<file path="config.mk">
export PLATFORM = sky130hd
export DESIGN_NAME = seq_mult_hs_flat
export DESIGN_NICKNAME = d
export VERILOG_FILES = /design/src/rtl/seq_mult_hs_if.sv /design/src/rtl/seq_mult_hs.sv /design/src/flat_wrapper.sv
export SDC_FILE = /design/constraint.sdc
export NUM_CORES = 1
export LEC_CHECK = 0
export ABC_AREA = 1
export BUFFER_PORTS_ARGS = -buffer_cell sky130_fd_sc_hd__clkbuf_2
export CAP_MARGIN = 20
export CORE_UTILIZATION = 29
export CTS_CLUSTER_DIAMETER = 200
export DETAILED_ROUTE_END_ITERATION = 12
export GPL_TIMING_DRIVEN = 0
export SYNTH_ARGS = -nofsm -noshare
export SYNTH_HDL_FRONTEND = slang
export SYNTH_SLANG_ARGS = --single-unit
export TNS_END_PERCENT = 50
</file>
<file path="constraint.sdc">
create_clock -name clk -period 5.3 [get_ports clk]
set_clock_uncertainty 0.05 [all_clocks]
set_input_delay 0.795 -clock clk [delete_from_list [all_inputs] [get_ports clk]]
set_output_delay 0.795 -clock clk [all_outputs]
set_load 0.005 [all_outputs]
</file>
<file path="src/rtl/seq_mult_hs_if.sv">
// -----------------------------------------------------------------------------
// seq_mult_hs_if
//   Operand and result handshake bundle for seq_mult_hs.
//
//   Operand side : in_valid / in_ready, a, b, a_signed, b_signed
//   Result side  : out_valid / out_ready, p
//   Status       : busy
//
//   master : the producer/consumer environment (drives operands, out_ready)
//   slave  : the multiplier (drives in_ready, out_valid, p, busy)
// -----------------------------------------------------------------------------
interface seq_mult_hs_if #(
  parameter int N = 32
);
  logic           in_valid;
  logic           in_ready;
  logic [N-1:0]   a;
  logic [N-1:0]   b;
  logic           a_signed;
  logic           b_signed;
  logic           out_valid;
  logic           out_ready;
  logic [2*N-1:0] p;
  logic           busy;

  modport master (
    output in_valid, a, b, a_signed, b_signed, out_ready,
    input  in_ready, out_valid, p, busy
  );

  modport slave (
    input  in_valid, a, b, a_signed, b_signed, out_ready,
    output in_ready, out_valid, p, busy
  );
endinterface

</file>
<file path="src/rtl/seq_mult_hs.sv">
// -----------------------------------------------------------------------------
// seq_mult_hs
//   Radix-2 sequential shift-add multiplier, N iterations per product, with
//   independent signed/unsigned mode per operand and valid/ready handshakes on
//   both the operand and the result side.
//
//   Ports
//     clk    : rising-edge clock
//     rst_n  : asynchronous active-low reset; aborts any operation in flight
//     bus    : seq_mult_hs_if.slave
//              in_valid/in_ready  operand handshake (in_ready high only in IDLE)
//              a, b               multiplicand / multiplier, N bits
//              a_signed/b_signed  1 = two's complement, 0 = unsigned
//              out_valid/out_ready result handshake (out_valid high only in DONE)
//              p                  2N-bit product, held until the next result
//              busy               high while iterating (exactly N cycles)
//
//   Timing: operands accepted at edge T0, out_valid rises after edge TN, the
//   result is consumed at the first later edge with out_ready high. Operand
//   and result acceptance are mutually exclusive, so back-to-back streaming
//   gives one product every N+2 cycles. Every output is a register, so there
//   is no combinational path from in_valid or out_ready to any output.
// -----------------------------------------------------------------------------
module seq_mult_hs #(
  parameter int N = 32
) (
  input  logic        clk,
  input  logic        rst_n,
  seq_mult_hs_if.slave bus
);

  localparam int CW = $clog2(N + 1);

  typedef enum logic [1:0] {
    S_IDLE,
    S_RUN,
    S_DONE
  } state_t;

  state_t state;

  // Datapath registers.
  //   a_ext : multiplicand extended to N+1 bits according to a_signed, so the
  //           a mode is fully folded in at capture and need not be latched.
  //   acc   : upper accumulator (N+1 bits, two's complement).
  //   sreg  : multiplier shifting out LSB-first while product bits shift in.
  //   b_sgn : latched b mode; selects subtract on the final iteration, where
  //           the multiplier MSB carries weight -2^(N-1).
  logic [N:0]    a_ext;
  logic [N:0]    acc;
  logic [N-1:0]  sreg;
  logic          b_sgn;
  logic [CW-1:0] cnt;

  // Iteration datapath.
  logic          last_iter;
  logic [N+1:0]  addend;
  logic [N+1:0]  sum;
  logic [N:0]    acc_nxt;
  logic [N-1:0]  sreg_nxt;

  // NOTE: every variable assigned in an always_comb gets a default first, so
  // no path through the block leaves it unassigned and no latch is inferred.
  always_comb begin
    last_iter = (cnt == CW'(N - 1));
    addend    = '0;
    if (sreg[0]) begin
      addend = {a_ext[N], a_ext};
    end
    // N+2-bit arithmetic: acc +/- a_ext can exceed the N+1-bit range by one
    // bit, and that extra bit is exactly what the right shift keeps.
    if (last_iter && b_sgn) begin
      sum = {acc[N], acc} - addend;
    end else begin
      sum = {acc[N], acc} + addend;
    end
    // Arithmetic right shift of {sum, sreg}: the sum's top bit becomes the
    // new acc MSB, and the bit falling off the sum enters sreg at the top.
    acc_nxt  = sum[N+1:1];
    sreg_nxt = {sum[0], sreg[N-1:1]};
  end

  // NOTE: sequential state uses non-blocking assignments only, so every
  // register samples the pre-edge value of every other register.
  // NOTE: the datapath registers are reset along with the control state; the
  // block is small, and it keeps simulation free of X before the first accept.
  always_ff @(posedge clk or negedge rst_n) begin
    if (!rst_n) begin
      state         <= S_IDLE;
      a_ext         <= '0;
      acc           <= '0;
      sreg          <= '0;
      b_sgn         <= 1'b0;
      cnt           <= '0;
      bus.in_ready  <= 1'b1;
      bus.out_valid <= 1'b0;
      bus.busy      <= 1'b0;
      bus.p         <= '0;
    end else begin
      case (state)
        S_IDLE: begin
          if (bus.in_valid) begin
            a_ext        <= bus.a_signed ? {bus.a[N-1], bus.a} : {1'b0, bus.a};
            sreg         <= bus.b;
            acc          <= '0;
            b_sgn        <= bus.b_signed;
            cnt          <= '0;
            state        <= S_RUN;
            bus.in_ready <= 1'b0;
            bus.busy     <= 1'b1;
          end
        end

        S_RUN: begin
          acc  <= acc_nxt;
          sreg <= sreg_nxt;
          cnt  <= cnt + CW'(1);
          if (last_iter) begin
            // The product fits in 2N bits in every mode, so acc's extra
            // sign bit is redundant and dropped here.
            bus.p         <= {acc_nxt[N-1:0], sreg_nxt};
            bus.out_valid <= 1'b1;
            bus.busy      <= 1'b0;
            state         <= S_DONE;
          end
        end

        S_DONE: begin
          // p and out_valid hold until consumed; operands presented now are
          // ignored because acceptance only happens from IDLE.
          if (bus.out_ready) begin
            bus.out_valid <= 1'b0;
            bus.in_ready  <= 1'b1;
            state         <= S_IDLE;
          end
        end

        default: begin
          state         <= S_IDLE;
          bus.in_ready  <= 1'b1;
          bus.out_valid <= 1'b0;
          bus.busy      <= 1'b0;
        end
      endcase
    end
  end

endmodule
</file>
<file path="src/flat_wrapper.sv">
// flat-port wrapper written by rule: the top's interface ports become plain ports
module seq_mult_hs_flat 
#(
  parameter int N = 32
)
  (clk, rst_n, bus_in_valid, bus_a, bus_b, bus_a_signed, bus_b_signed, bus_out_ready, bus_in_ready, bus_out_valid, bus_p, bus_busy);
  seq_mult_hs_if #(.N(N)) bus_i ();
  input  logic clk;
  input  logic rst_n;
  input wire logic [$bits(bus_i.in_valid)-1:0] bus_in_valid;
  input wire logic [$bits(bus_i.a)-1:0] bus_a;
  input wire logic [$bits(bus_i.b)-1:0] bus_b;
  input wire logic [$bits(bus_i.a_signed)-1:0] bus_a_signed;
  input wire logic [$bits(bus_i.b_signed)-1:0] bus_b_signed;
  input wire logic [$bits(bus_i.out_ready)-1:0] bus_out_ready;
  output wire logic [$bits(bus_i.in_ready)-1:0] bus_in_ready;
  output wire logic [$bits(bus_i.out_valid)-1:0] bus_out_valid;
  output wire logic [$bits(bus_i.p)-1:0] bus_p;
  output wire logic [$bits(bus_i.busy)-1:0] bus_busy;
  assign bus_i.in_valid = bus_in_valid;
  assign bus_i.a = bus_a;
  assign bus_i.b = bus_b;
  assign bus_i.a_signed = bus_a_signed;
  assign bus_i.b_signed = bus_b_signed;
  assign bus_i.out_ready = bus_out_ready;
  assign bus_in_ready = bus_i.in_ready;
  assign bus_out_valid = bus_i.out_valid;
  assign bus_p = bus_i.p;
  assign bus_busy = bus_i.busy;
  seq_mult_hs #(.N(N)) u_core (.clk(clk), .rst_n(rst_n), .bus(bus_i));
endmodule
</file>
# Yosys cells after proc, flatten, opt, wreduce, memory -nomap -nowiden
# Index checks and enable logic that the tools add are counted.
# word_totals
word_cells,54
reg_bits,174
out_inout_bits,67
inputBits,70
# op_classes
reduce_logical,10
add_sub_neg,3
n_eq_ne,6
n_bitwise,3
n_mux,22
# op_table
cell,count
34-bit two-way mux,2
33-bit two-way mux,2
33-bit case mux with 2 select lines,1
32-bit case mux with 2 select lines,1
34-bit adder,1
34-bit subtractor,1
32-bit two-way mux,1
6-bit case mux with 2 select lines,1
3-bit AND reduction,4
1-bit case mux with 3 select lines,3
"6-bit by 1-bit adder with 6-bit output, second input constant",1
"6-bit by 5-bit == test with 1-bit output, second input constant",1
1-bit two-way mux,6
2-bit two-way mux,3
6-bit two-way mux,1
2-bit case mux with 3 select lines,1
2-bit AND reduction,3
"2-bit != test, second input constant",2
1-bit inverter,3
"2-bit by 1-bit == test with 1-bit output, second input constant",1
"2-bit == test, second input constant",1
2-bit logical NOT,1
"2-bit by 1-bit != test with 1-bit output, second input constant",1
2-bit nonzero test,1
1-bit logical AND,1

# Logic depth before layout (Yosys ltp)
# depth
depth_word,4
ltp_mapped,27
ltp_nobuf,26

# Least setup slack after synthesis
# No wires, ideal clock.
# synth_path
kind,flip-flop to flip-flop
start,register u_core.sreg[0]
end,register u_core.acc[16]
n_path_buf,1
t_arrival_ps,2850
period_less_slack_ps,3018
setup_time_ps,118
setup_slack_ps,2282
required_ps,5132
stages_incl_launch_ff,22
cell_sequence,dfrtp_1 buf_6 nand2_1 ha_1 inv_1 nor2_2 nand3_2 nor2_4 inv_1 o21ai_0 xor2_1 inv_1 ha_1 nand2_1 inv_1 nand2_1 inv_1 a21oi_1 nand3_1 or2_2 nand3_1 nand2_1
# synth_via
elab_chain_len,4
elab_cells_between_ends,5
classes_between,add/sub (2); mux (3)
# synth_lines
element,line,rtl
"start, declared",seq_mult_hs.sv:51,logic [N-1:0] sreg;
"start signal, assigned",seq_mult_hs.sv:104,sreg <= bus.b;
"start signal, assigned",seq_mult_hs.sv:116,sreg <= sreg_nxt;
34-bit two-way mux *,seq_mult_hs.sv:67,if (sreg[0]) begin
34-bit adder / 34-bit subtractor (equally long branches),"seq_mult_hs.sv:75, seq_mult_hs.sv:73",
34-bit two-way mux *,seq_mult_hs.sv:72,if (last_iter && b_sgn) begin
33-bit case mux with 2 select lines *,seq_mult_hs.sv:100,case (state)
"end signal, assigned",seq_mult_hs.sv:115,acc <= acc_nxt;
"end, declared",seq_mult_hs.sv:50,logic [N:0] acc;
# Every way passes the cells marked *; elsewhere a longest branch is shown, timed or not.
# A chain may end at the register's enable or synchronous reset.

# Final worst setup path
# layout_path
start,register u_core.cnt[0]
end,register u_core.acc[25]
# layout_via
elab_chain_len,4
# layout_lines
element,line,rtl
"start, declared",seq_mult_hs.sv:53,logic [CW-1:0] cnt;
"start signal, assigned",seq_mult_hs.sv:117,cnt <= cnt + CW'(1);
6-bit by 5-bit == test with 1-bit output,seq_mult_hs.sv:65,last_iter = (cnt == CW'(N - 1));
1-bit logical AND,seq_mult_hs.sv:72,
34-bit two-way mux,seq_mult_hs.sv:72,
33-bit case mux with 2 select lines,seq_mult_hs.sv:100,
# Every way passes these cells.

==> summary.txt <==
final slew viol count: 0
endpoints failing setup: 0
Bufs and invs on worst path: 3
total wire length: 28,600 µm
first-pass GRT wire length: 46,600 µm
max_cap viols: 0
DR WL/cell: 14.8 µm
Synth area leader: dfrtp_1
crit start category: flop
CP max FO: 10
core area: 33,700 µm²
Placed Area: 11,300 µm²
#FFs+latches synth: 174
Slew @ Worst Pin: 0.922 ns
largest net degree at the start of global routing: 112
crit end category: flop
Synth Warn #: 0
leak pwr: 6.36 nW
CP Class: flop to flop
Final Hold Viols: 0
Layout fillers: 3,623
XOR/XNOR Fraction of Synth Area: 0.0368
post-cts sizing count: 0
CTS clk-pin slew, worst paths: 0.07 ns
most used cell, CP: nand2_1
number of global-route vias before repair: 8,922
simple-gate portion of the synthesized area: 0.290
diode count: 0
area share of fa/ha/maj cells after synthesis: 0.0458
Synth Area in Compound Gates: 0.121
CP arrival: 4.17 ns
Required @ worst endpoint: 5.56 ns
Die X: 188 µm
total negative slack: 0 ns
DRC viols: 0
top-area cell type share of the netlist area: 0.433
initial antenna violation count: 0
Seq/Total Area, Yosys: 0.435
worst-path cell chain: ha_1 > nand4_1 > nor2_1 > nand2_1 > buf_2 > o21ai_1 > o21ai_0 > xnor2_1 > inv_1 > ha_1 > nand2_1 > nor2_1 > inv_1 > nor3_2 > nand3_1 > or2_1 > nand2_1 > nand2_1 > nand3_1 > nand2_1
Area contributors post-synth: dfrtp_1 43%, nand2_1 17%, o21ai_0 4.7%
CTS buffer count: 17
Setup Buffers After CTS: 0
FF/Latch Area: 4360 µm²
Critical-path top delay cell: dfrtp_1
Total Routing Usage GR: 0.167
worst hold path type: primary input to asynchronous set/reset pin
slew margin rel.: 0.385
1st-iter DRT viols: 636
fin area: 11,900 µm²
Detail Route Antenna Nets: 0
f_max: 256 MHz
maximum buffer depth of the clock tree: 2
CTS H-tree depth: 4
GPL Wtd Cong: 0.970
clk sinks: 174
detailed placement HPWL: 22,700 µm
Tcrit/Tclk final: 0.736
Synth Area per Inst: 7.57 µm²
Final Core Density: 0.353
most common cell after layout, fill and taps aside: nand2_1
clock root buffer master: clkbuf_16
Cell Rows: 67
Post-Synthesis Net Count: 1,428
Yosys cell types: 43
Non-Filler Instances: 1,938
Vert. Die Dim: 188 µm
largest family of logic cells by synthesized area: simple AND/OR/NAND/NOR gates
post-synthesis mux area share: 0
Port Buf Inserts: 136
largest delay contributor family on the critical path: simple AND/OR/NAND/NOR gates
CTS tree: built
# nets final: 1,584
Synth Instances: 1,322
Pwr Density: 777 nW/µm²
Mapped Area: 10,000 µm²
Vias/cell: 4.65
Remaining Overflow, GRT: 0
total die area: 35,200 µm²
worst skew pair latency: 0.45 ns
area growth from synthesis to layout: 18.9%
min Tclk post-route: 3.90 ns
Initial Util: 0.297
Placed Cells incl. Taps: 1,907
status: completed
# hold bufs at CTS: 0
most frequent cells in the layout: 450 x nand2_1, 173 x dfrtp_1, 135 x clkbuf_2
maximum VDD drop: 0.374 mV
Boundary Pins: 137
Detailed Routing Iterations Pass 1: 5
fraction of final layout cells sized beyond drive strength 1: 0.160
vias after detailed routing: 9,007
CP max stage delay: 0.40 ns
Multi-input gate area: 4940 µm²
RSZ-0062 raised after global routing: false
-- per-layer routing --
metal | vias to the layer above | track usage | part of all wire
met3 | 33 | 0.0247 | 0.036
met1 | 4198 | 0.229 | 0.48
li1 | 4575 | - | -
met5 | - | 0 | 0
met2 | 201 | 0.273 | 0.47
met4 | 0 | 0.0519 | 0.018
-- cells in the mapped netlist, drive strengths merged --
master  instances
nor3           14
fa              1
o31ai           2
a22o            1
dfrtp         173
o21ai         101
o22ai          34
nor2           80
o21a            2
xor2           24
a21o            3
o221ai          1
nand4           9
nand3b         11
a21oi          77
inv           132
nand2         472
a31oi           1
buf            24
o21bai          3
ha             35
or2             5
xnor2          18
nand3          74
clkbuf         21
dfstp           1
nor4            1
and2            2
-- cells by family (layout without fill, tap and decap cells) --
group / Yosys count / count (layout)
AO/OA/AOI/OAI: 225 / 225
buffers and inverters: 177 / 345
AND/OR/NAND/NOR: 668 / 668
adder cells (fa/ha/maj): 36 / 36
flip-flops: 174 / 174
XOR/XNOR: 42 / 42
-- path summary, 6_finish.rpt --
path	slack, ns	depth (start not counted)	end	from
max in group asynchronous	3.94	2	u_core.bus.in_ready	rst_n
min in group clk	0.43	2	u_core.bus.p[55]	u_core.bus.p[55]
min	0.41	1	u_core.bus.p[28]	rst_n
max	1.40	20	u_core.acc[25]	u_core.cnt[0]
min reg2reg	0.43	2	u_core.bus.p[55]	u_core.bus.p[55]
max reg2reg	1.40	20	u_core.acc[25]	u_core.cnt[0]
-- state kept, by name, indices dropped and copies added, names as in the netlist --
name	cells
u_core.cnt	6
u_core.sreg	32
u_core.acc	33
u_core.bus.out_valid	1
u_core.state	2
u_core.bus.busy	1
u_core.a_ext	33
u_core.b_sgn	1
u_core.bus.p	64
u_core.bus.in_ready	1
-- area by class of cell --
class,instances,area share
Buffer,45,0.0181
Clock buffer,21,0.0387
Clock inverter,10,0.0127
Inverter,132,0.0417
Multi-Input combinational cell,971,0.415
Sequential cell,174,0.366
Tap cell,448,0.0471
Timing Repair Buffer,137,0.0603
-- per-stage QoR --
step | total power, mW | hold WS (ns) | setup WS [ns]
CTS | 9.25 | 0.437 | 1.44
global route | 10.1 | 0.448 | 1.12
detailed placement | 7.89 | 0.419 | 1.49
global placement | 7.78 | 0.416 | 0.139
finish | 9.24 | 0.412 | 1.40
floorplan | 6.33 | 0.399 | 2.28
-- power breakdown --
group | internal, mW | total (mW) | switching (mW) | leakage (nW)
clock | 0.773 | 1.33 | 0.559 | 0.293
combinational | 1.97 | 5.55 | 3.59 | 3.90
sequential | 1.97 | 2.35 | 0.384 | 2.17
total | 4.71 | 9.24 | 4.53 | 6.36
No activity file was read; power rests on OpenSTA's default activity.
